$ cat config.mk
export PLATFORM = sky130hd
export DESIGN_NAME = led_seq_ctrl
export DESIGN_NICKNAME = d
export VERILOG_FILES = /design/src/rtl/led_seq_ctrl.sv
export SDC_FILE = /design/constraint.sdc
export NUM_CORES = 1
export LEC_CHECK = 0
export CAP_MARGIN = 40
export CORE_MARGIN = 2
export CORE_UTILIZATION = 38
export CTS_BUF_LIST = sky130_fd_sc_hd__clkbuf_8
export DETAILED_ROUTE_END_ITERATION = 16
export RECOVER_POWER = 50
export SLEW_MARGIN = 20
export SYNTH_ARGS = -nofsm -noshare
export SYNTH_HDL_FRONTEND = slang
export SYNTH_SLANG_ARGS = --single-unit
export TNS_END_PERCENT = 10
$ cat constraint.sdc
create_clock -name clk -period 3.8 [get_ports clk]
set_input_delay 0.95 -clock clk [delete_from_list [all_inputs] [get_ports clk]]
set_output_delay 0.95 -clock clk [all_outputs]
set_load 0.03 [all_outputs]
$ cat src/rtl/led_seq_ctrl.sv
// Board status LED sequencer: debounced mode key, host cfg port, blink prescaler
// and the four display modes (rotate left/right, blink, hold).
module led_seq_ctrl #(
  parameter int TICK_DIV        = 25_000_000,
  parameter int DEBOUNCE_CYCLES = 1_000_000,
  parameter int LED_W           = 2
) (
  input  logic             clk,
  input  logic             rst,
  input  logic             key_n,
  input  logic             cfg_valid,
  input  logic [1:0]       cfg_mode,
  output logic             cfg_ready,
  output logic [LED_W-1:0] led,
  output logic [1:0]       mode,
  output logic             tick
);

  localparam int CNT_W = $clog2(TICK_DIV);
  localparam int DB_W  = $clog2(DEBOUNCE_CYCLES);
  localparam logic [CNT_W-1:0] CNT_ZERO  = CNT_W'(0);
  localparam logic [CNT_W-1:0] CNT_ONE   = CNT_W'(1);
  localparam logic [CNT_W-1:0] TICK_LAST = CNT_W'(TICK_DIV - 1);
  localparam logic [CNT_W-1:0] TICK_PRE  = CNT_W'(TICK_DIV - 2);
  localparam logic [DB_W-1:0]  DB_ZERO   = DB_W'(0);
  localparam logic [DB_W-1:0]  DB_ONE    = DB_W'(1);
  localparam logic [DB_W-1:0]  DB_LAST   = DB_W'(DEBOUNCE_CYCLES - 1);
  localparam logic [LED_W-1:0] LED_LSB   = {{(LED_W-1){1'b0}}, 1'b1};
  localparam logic [LED_W-1:0] LED_ALL   = {LED_W{1'b1}};

  localparam logic [1:0] MODE_ROT_L = 2'd0;
  localparam logic [1:0] MODE_ROT_R = 2'd1;
  localparam logic [1:0] MODE_BLINK = 2'd2;
  localparam logic [1:0] MODE_HOLD  = 2'd3;

  typedef enum logic [0:0] {
    ST_RUN    = 1'b0,
    ST_SWITCH = 1'b1
  } state_t;

  logic [1:0]       key_sync_r;
  logic             key_db_r;
  logic [DB_W-1:0]  db_cnt_r;
  logic             press_r;
  state_t           state_r;
  logic [CNT_W-1:0] cnt_r;
  logic [LED_W-1:0] led_r;
  logic [1:0]       mode_r;
  logic             tick_r;
  logic             ready_r;
  logic             key_pend_r;

  logic [LED_W-1:0] step_s;
  logic [LED_W-1:0] init_s;
  logic             cfg_fire_s;
  logic             key_req_s;

  assign cfg_ready = ready_r;
  assign led       = led_r;
  assign mode      = mode_r;
  assign tick      = tick_r;

  // Synchronize and debounce the key; press_r pulses for one cycle on a debounced fall.
  always_ff @(posedge clk) begin
    if (rst) begin
      key_sync_r <= 2'b11;
      key_db_r   <= 1'b1;
      db_cnt_r   <= DB_ZERO;
      press_r    <= 1'b0;
    end else begin
      key_sync_r <= {key_sync_r[0], key_n};
      press_r    <= 1'b0;
      if (key_sync_r[1] == key_db_r) begin
        db_cnt_r <= DB_ZERO;
      end else if (db_cnt_r == DB_LAST) begin
        key_db_r <= key_sync_r[1];
        db_cnt_r <= DB_ZERO;
        press_r  <= ~key_sync_r[1];
      end else begin
        db_cnt_r <= db_cnt_r + DB_ONE;
      end
    end
  end

  // Next pattern for a step and the pattern loaded on entering the current mode.
  always_comb begin
    step_s = led_r;
    init_s = led_r;
    case (mode_r)
      MODE_ROT_L: begin
        step_s = {led_r[LED_W-2:0], led_r[LED_W-1]};
        init_s = LED_LSB;
      end
      MODE_ROT_R: begin
        step_s = {led_r[0], led_r[LED_W-1:1]};
        init_s = LED_LSB;
      end
      MODE_BLINK: begin
        step_s = ~led_r;
        init_s = LED_ALL;
      end
      MODE_HOLD: begin
        step_s = led_r;
        init_s = led_r;
      end
      default: begin
        step_s = led_r;
        init_s = led_r;
      end
    endcase
  end

  assign cfg_fire_s = cfg_valid & ready_r;
  assign key_req_s  = press_r | key_pend_r;

  // Mode FSM: RUN steps the pattern on prescaler wrap; SWITCH reloads it for one cycle.
  always_ff @(posedge clk) begin
    if (rst) begin
      state_r    <= ST_RUN;
      cnt_r      <= CNT_ZERO;
      led_r      <= LED_LSB;
      mode_r     <= MODE_ROT_L;
      tick_r     <= 1'b0;
      ready_r    <= 1'b1;
      key_pend_r <= 1'b0;
    end else begin
      case (state_r)
        ST_RUN: begin
          if (cfg_fire_s || key_req_s) begin
            // cfg has priority; a simultaneous key request is dropped
            mode_r     <= cfg_fire_s ? cfg_mode : (mode_r + 2'd1);
            key_pend_r <= 1'b0;
            cnt_r      <= CNT_ZERO;
            tick_r     <= 1'b0;
            ready_r    <= 1'b0;
            state_r    <= ST_SWITCH;
          end else begin
            if (cnt_r == TICK_LAST) begin
              led_r <= step_s;
              cnt_r <= CNT_ZERO;
            end else begin
              cnt_r <= cnt_r + CNT_ONE;
            end
            tick_r <= (cnt_r == TICK_PRE);
          end
        end
        ST_SWITCH: begin
          led_r   <= init_s;
          cnt_r   <= CNT_ZERO;
          tick_r  <= 1'b0;
          ready_r <= 1'b1;
          state_r <= ST_RUN;
          if (press_r) begin
            key_pend_r <= 1'b1;
          end else begin
            key_pend_r <= key_pend_r;
          end
        end
        default: begin
          cnt_r   <= CNT_ZERO;
          tick_r  <= 1'b0;
          ready_r <= 1'b1;
          state_r <= ST_RUN;
        end
      endcase
    end
  end

endmodule

==> results.sh <==
export IMPL_status="finished, final reports clean"
export IMPL_pwr_share_clk_pct=45.3
export IMPL_grt_antenna_before_repair=0
export IMPL_hold_buffers=0
export IMPL_arrival_ns=2.95
export IMPL_syn_nets=310
export IMPL_place_gp_congestion=0.825
export IMPL_synth_edf_count=0
export IMPL_coreArea_um2=6760
export IMPL_grt_pass1_vias=1840
export IMPL_grt_usage_pct=13.9
export IMPL_pre_cts_slack_ns=1.10
export IMPL_placementRows=30
export IMPL_cts_sinks=57
export IMPL_synth_warnings=0
export IMPL_fmax_mhz=367
export IMPL_fp_dieW_um=87.3
export IMPL_ys_flop_type="dfxtp_1"
export IMPL_dpl_cell_area_um2=2820
export IMPL_wl_per_cell_um=12.0
export IMPL_die_area_um2=7620
export IMPL_start_kind="primary input"
export IMPL_antenna_cells=0
export IMPL_num_vias=1998
export IMPL_post_route_period_util_pct=71.6
export IMPL_yosys_area_top_type_share_pct=43.3
export IMPL_cts_tree="built"
export IMPL_final_core_util_pct=44.6
export IMPL_postRouteAntennaNets=0
export IMPL_numCtsBuffers=9
export IMPL_finalMaxSlewViolations=0
export IMPL_pwr_share_seq_pct=49.9
export IMPL_setup_tns_ns=0
export IMPL_post_cts_buffers=0
export IMPL_cp_end_kind="flip-flop"
export IMPL_critPathRequiredTime_ns=4.03
export IMPL_r2r_cells=6
export IMPL_cp_max_fo=14
export IMPL_cts_resized=0
export IMPL_startpoint="rst"
export IMPL_finClkSkew_ns=0.00722
export IMPL_fill_cells=679
export IMPL_netSwitchingPower_uw=285
export IMPL_vdd_drop_max_mv=0.188
export IMPL_synthTopCellsByArea="dfxtp_1, xnor2_1, nor2_1, xor2_1, nand3_1"
export IMPL_intPower_uw=944
export IMPL_post_dp_hpwl_um=3390
export IMPL_cellLeakagePower_uw=0.00104
export IMPL_pin_count=12
export IMPL_r2r_start="cnt_r[18]"
export IMPL_vias_per_cell=4.98
export IMPL_synthCells=299
export IMPL_dr_pass1_iters=4
export IMPL_grt_max_degree=21
export IMPL_nets=327
export IMPL_initial_utilization_pct=39.0
export IMPL_hold_path_class="reg -> reg"
export IMPL_drc=0
export IMPL_rsz0062_at_grt="no"
export IMPL_drive_above_1_share_pct=10.3
export IMPL_holdWs_ns=0.422
export IMPL_p_per_area_nw_per_um2=408
export IMPL_area_growth_pct=14.4
export IMPL_slew_headroom_pct=51.2
export IMPL_cts_buffer_depth=2
export IMPL_power_share_switching_pct=23.2
export IMPL_crit_path_end="cnt_r[17]"
export IMPL_combPwrFrac_pct=4.8
export IMPL_syn_area_per_cell_um2=8.81
export IMPL_synth_distinct_cells=43
export IMPL_seq_area_frac_synth_pct=43.3
export IMPL_critPathKind="in -> reg"
export IMPL_setup_slack_ns=1.08
export IMPL_dr_first_iter_drc_count=72
export IMPL_synthMostInstantiatedCell="dfxtp_1"
export IMPL_ys_async_sr_fraction_pct=0
export IMPL_overflow=0
export IMPL_port_buffers=11
export IMPL_worst_pin_slew_ns=0.725
export IMPL_die_y_um=87.3
export IMPL_cap_violations=0
export IMPL_final_setup_viol_count=0
export IMPL_htree_levels=3
export IMPL_clk_latency_ns=0.34
export IMPL_ys_seq_elements=57
export IMPL_clockRootBuffer="clkbuf_8"
export IMPL_finalCriticalPeriod_ns=2.72
export IMPL_synth_largest_area_cell="dfxtp_1"
export IMPL_path_clk_slew_ns=0.07
export IMPL_drt_total_wl_um=4800
export IMPL_synth_commonest_cells="dfxtp_1, nor2_1, nand3_1"
export IMPL_r2r_end="cnt_r[17]"
export IMPL_final_area_um2=3010
export IMPL_syn_area_um2=2640
export IMPL_hold_viol_final=0
export IMPL_ff2ff_setup_slack_ns=1.60
export IMPL_grt_pass1_wl_um=8180
critical path, stage by stage:
cell and delay, ns:
dlygate4sd3_1 0.52, clkbuf_1 0.44, nor2_1 0.11, nand3_1 0.24
inv_1 0.10, nand2b_1 0.26, buf_4 0.26, nor2_1 0.07
registers in the layout, indices dropped and copies added, names as in the netlist:
| signal | cells |
|---|---|
| cfg_ready | 1 |
| cnt_r | 25 |
| db_cnt_r | 20 |
| key_db_r | 1 |
| key_pend_r | 1 |
| key_sync_r | 2 |
| led | 2 |
| mode | 2 |
| press_r | 1 |
| state_r | 1 |
| tick | 1 |
kinds of logic after synthesis:
logic type	after synthesis	share of synthesized area [%]
multiplexers	2	0.760
flip-flops	57	43.3
adder cells (fa/ha/maj)	5	2.37
AO/OA/AOI/OAI	23	5.27
buffers and inverters	20	3.37
AND/OR/NAND/NOR	154	32.3
XOR/XNOR	38	12.6
metal layers:
metal,GRT usage (%),wire length [um],vias to the layer above
li1,-,-,1061
met1,17.5,2430,909
met2,21.1,2170,23
met3,5.69,158,5
met5,0,0,-
met4,5.45,43,0
power groups by stage:
| stage | combinational [uW] | sequential [uW] | clock (uW) |
|---|---|---|---|
| after global placement | 60.6 | 627 | 0 |
| final | 59.0 | 614 | 557 |
| after floorplan | 32.8 | 632 | 0 |
| after global routing | 67.0 | 615 | 601 |
| after detailed placement | 60.5 | 627 | 0 |
| after CTS | 60.8 | 614 | 579 |
cell type report:
| type | count | area (um2) | share of cell area [%] |
|---|---|---|---|
| inverters | 12 | 45.0 | 1.49 |
| flip-flops and latches | 57 | 1140 | 37.9 |
| clock inverters | 6 | 58.8 | 1.95 |
| repair buffers | 14 | 126 | 4.19 |
| clock buffers | 10 | 138 | 4.57 |
| well taps | 80 | 100 | 3.32 |
| multi-input cells | 222 | 1410 | 46.6 |
through the flow:
stage                     std cells  total power [uW]
after detailed placement        385               688
final                           401              1230
after CTS                       401              1250
after global routing            401              1280
after floorplan                 299               665
after global placement          384               688
how the worst min path moves through the flow:
stage	start	endpoint	slack [ns]	cells after the start
finish	key_sync_r[0]	key_sync_r[1]	0.42	1
floorplan	key_sync_r[0]	key_sync_r[1]	0.39	1
global placement	key_sync_r[0]	key_sync_r[1]	0.41	1
global route	key_sync_r[0]	key_sync_r[1]	0.46	1
detailed placement	key_sync_r[0]	key_sync_r[1]	0.40	1
CTS	key_sync_r[0]	key_sync_r[1]	0.43	1
placed cells by master (no fill, tap or decap), types with 9 or more instances in the layout:
| cell | netlist | final |
|---|---|---|
| xor2_1 | 15 | 15 |
| dfxtp_1 | 57 | 57 |
| nor2_1 | 51 | 51 |
| clkdlybuf4s50_1 | 0 | 9 |
| inv_1 | 12 | 13 |
| xnor2_1 | 23 | 23 |
| nand3_1 | 25 | 25 |
| nand2_1 | 17 | 17 |
| clkbuf_8 | 0 | 10 |
| a21oi_1 | 9 | 9 |
Note: power is estimated with default switching activity, not from simulation.
==> edit, RTL diff (config.mk and constraints unchanged) <==
Register the inputs `key_n`, `cfg_valid` and `cfg_mode` before use. The logic sees them one clock later.
--- a/src/rtl/led_seq_ctrl.sv
+++ b/src/rtl/led_seq_ctrl.sv
@@ -40,2 +40,12 @@
 
+  logic key_n_q;
+  logic cfg_valid_q;
+  logic [1:0] cfg_mode_q;
+
+  always_ff @(posedge clk) begin
+    key_n_q     <= key_n;
+    cfg_valid_q <= cfg_valid;
+    cfg_mode_q  <= cfg_mode;
+  end
+
   logic [1:0]       key_sync_r;
@@ -70,3 +80,3 @@
     end else begin
-      key_sync_r <= {key_sync_r[0], key_n};
+      key_sync_r <= {key_sync_r[0], key_n_q};
       press_r    <= 1'b0;
@@ -112,3 +122,3 @@
 
-  assign cfg_fire_s = cfg_valid & ready_r;
+  assign cfg_fire_s = cfg_valid_q & ready_r;
   assign key_req_s  = press_r | key_pend_r;
@@ -130,3 +140,3 @@
             // cfg has priority; a simultaneous key request is dropped
-            mode_r     <= cfg_fire_s ? cfg_mode : (mode_r + 2'd1);
+            mode_r     <= cfg_fire_s ? cfg_mode_q : (mode_r + 2'd1);
             key_pend_r <= 1'b0;
Check against the original RTL: not equivalent (Yosys sat finds a counterexample within 4 cycles, from zero or initial values and one cycle with rst high).
==> edit against the original RTL <==
Non-clock buffer count down 1. Largest power group unchanged. Critical endpoint is now db_cnt_r[6]. Sequential power up 7.0%. Highest routed layer unchanged. Utilization up 0.62 points. Synthesized cell count up 4.0%. Via count up 9.2%. Sequential cell count up 4. Wire length up 4.7%. Area after synthesis up 4.3%. Critical path type unchanged. Worst setup slack better by 0.083 ns. Cell area up 3.7%. Final cell count up 4.7%. Total power up 8.3%. Maximum frequency up 3.1%. Largest cell class unchanged.
==> edit: results (changes against the original RTL) <==
Antenna Cells=0 (unchanged); via count=2182 (+9.2%); initial antenna violation count=0 (unchanged); crit-path max FO=20 (+6); GP Congestion=0.783 (-5.1%); number of fill cells in the layout=708 (+4.3%); postcts setup bufs=0 (unchanged); fraction of registers with async set or reset after synthesis=0% (unchanged); Max VDD drop=0.238 mV (+26%); CP max-delay cell=dlygate4sd3_1; vias in the first global route=1900 (+3.3%); Max Root-Sink Buffers=2 (unchanged); Post-synth top cells=61 x dfxtp_1, 34 x nor2_1, 22 x xor2_1; P_leak=1.06 nW (+2.4%); number of gates resized after CTS=0 (unchanged); DP Worst Slack=1.08 ns (-0.0129 ns); GR Util All Layers=13.9% (about the same); layout cells sized above 1=6.79% (-3.5 points); biggest regs=cnt_r x25, db_cnt_r x20; CTS root buf=clkbuf_8; Total Wirelength=5030 µm (+4.7%); Net Count, Synth=322 (+3.9%); HP Class=reg2reg; port bufs=11 (unchanged); number of DRC markers in iteration 0=114 (+58%); CP peak stage delay=0.74 ns (+0.22 ns); Cell Area, Placed=2910 µm² (+3.3%); Ys Warns=0 (unchanged); nets=331 (+1.2%); clk_lat worst skew=0.34 ns (about the same); status=completed; first-pass GRT wire length=8580 µm (+4.9%); post-DP HPWL=3390 µm (about the same); library cells used by synthesis=40 (-7.0%); TritonCTS Buffers=9 (unchanged); largest net degree at the start of global routing=21 (unchanged); Worst Tran Pin Value=0.864 ns (+0.139 ns); Worst Skew=0.0115 ns (+0.00424 ns); Seq/Total Area, Yosys=44.4% (+1.1 points); top cells by area, synth=dfxtp_1 44%, xor2_1 7.0%, nor2_1 4.6%, nand4_1 4.6%, a21oi_1 3.5%; Pre-antenna DRT Iters=4 (unchanged); # H-tree levels=3 (unchanged); Crit path arrival time=2.83 ns (-0.12 ns); CTS clk-pin slew, worst paths=around 0.060 ns
-- edit: cells by family (layout without fill, tap and decap cells) --
family          count (synthesis)  after routing  synth area share, %
xor+xnor                       26             26                 8.29
buf+inv                        24             37                 4.10
flops                          61             61                 44.4
fa+ha+maj                       5              5                 2.28
simple gates                  146            146                 30.1
compound gates                 49             49                 10.8
-- edit: path summary, 6_finish.rpt --
check                           cells past startpoint  slack (ns)        start       endpoint
worst max-delay path                                5        1.16          rst    db_cnt_r[6]
worst min-delay path                                1        0.41      key_n_q  key_sync_r[0]
worst min register to register                      1        0.41      key_n_q  key_sync_r[0]
worst max register to register                      5        1.65  db_cnt_r[2]    db_cnt_r[6]
-- edit: critical path, delay by kind of cell --
family | cells | cell delay (ns)
buf+inv | 3 | 1.62
compound gates | 1 | 0.14
simple gates | 1 | 0.11
-- edit: where the power goes --
group,total [mW],internal (mW),switching (mW),leakage (nW)
combinational,0.0549,0.0220,0.0329,0.459
clock,0.620,0.380,0.240,0.110
sequential,0.657,0.649,0.00795,0.495
total,1.33,1.05,0.281,1.06
-- edit: area by class of cell --
type	instances	area, µm²	area share, %
inverter	9	33.8	1.08
sequential	61	1220	39.1
multi-input combinational	226	1410	45.3
clock buffer	10	138	4.41
clock inverter	5	76.3	2.44
timing repair buffer	13	121	3.88
tap	96	120	3.84
-- edit: metrics by stage --
stage,hold WS (ns),utilization [%],instances
after floorplan,0.389,-,311
final,0.413,45.2,420
after global routing,0.429,45.2,420
after global placement,0.400,42.2,405
after detailed placement,0.396,42.2,405
after CTS,0.419,45.3,420
-- edit: layer usage --
| metal | vias up | global-route usage, % | share of wire (%) |
|---|---|---|---|
| met1 | 1010 | 18.5 | 52 |
| met2 | 28 | 20.3 | 44 |
| met3 | 4 | 6.09 | 2.9 |
| li1 | 1140 | - | - |
| met5 | - | 0 | 0 |
| met4 | 0 | 4.48 | 0.92 |
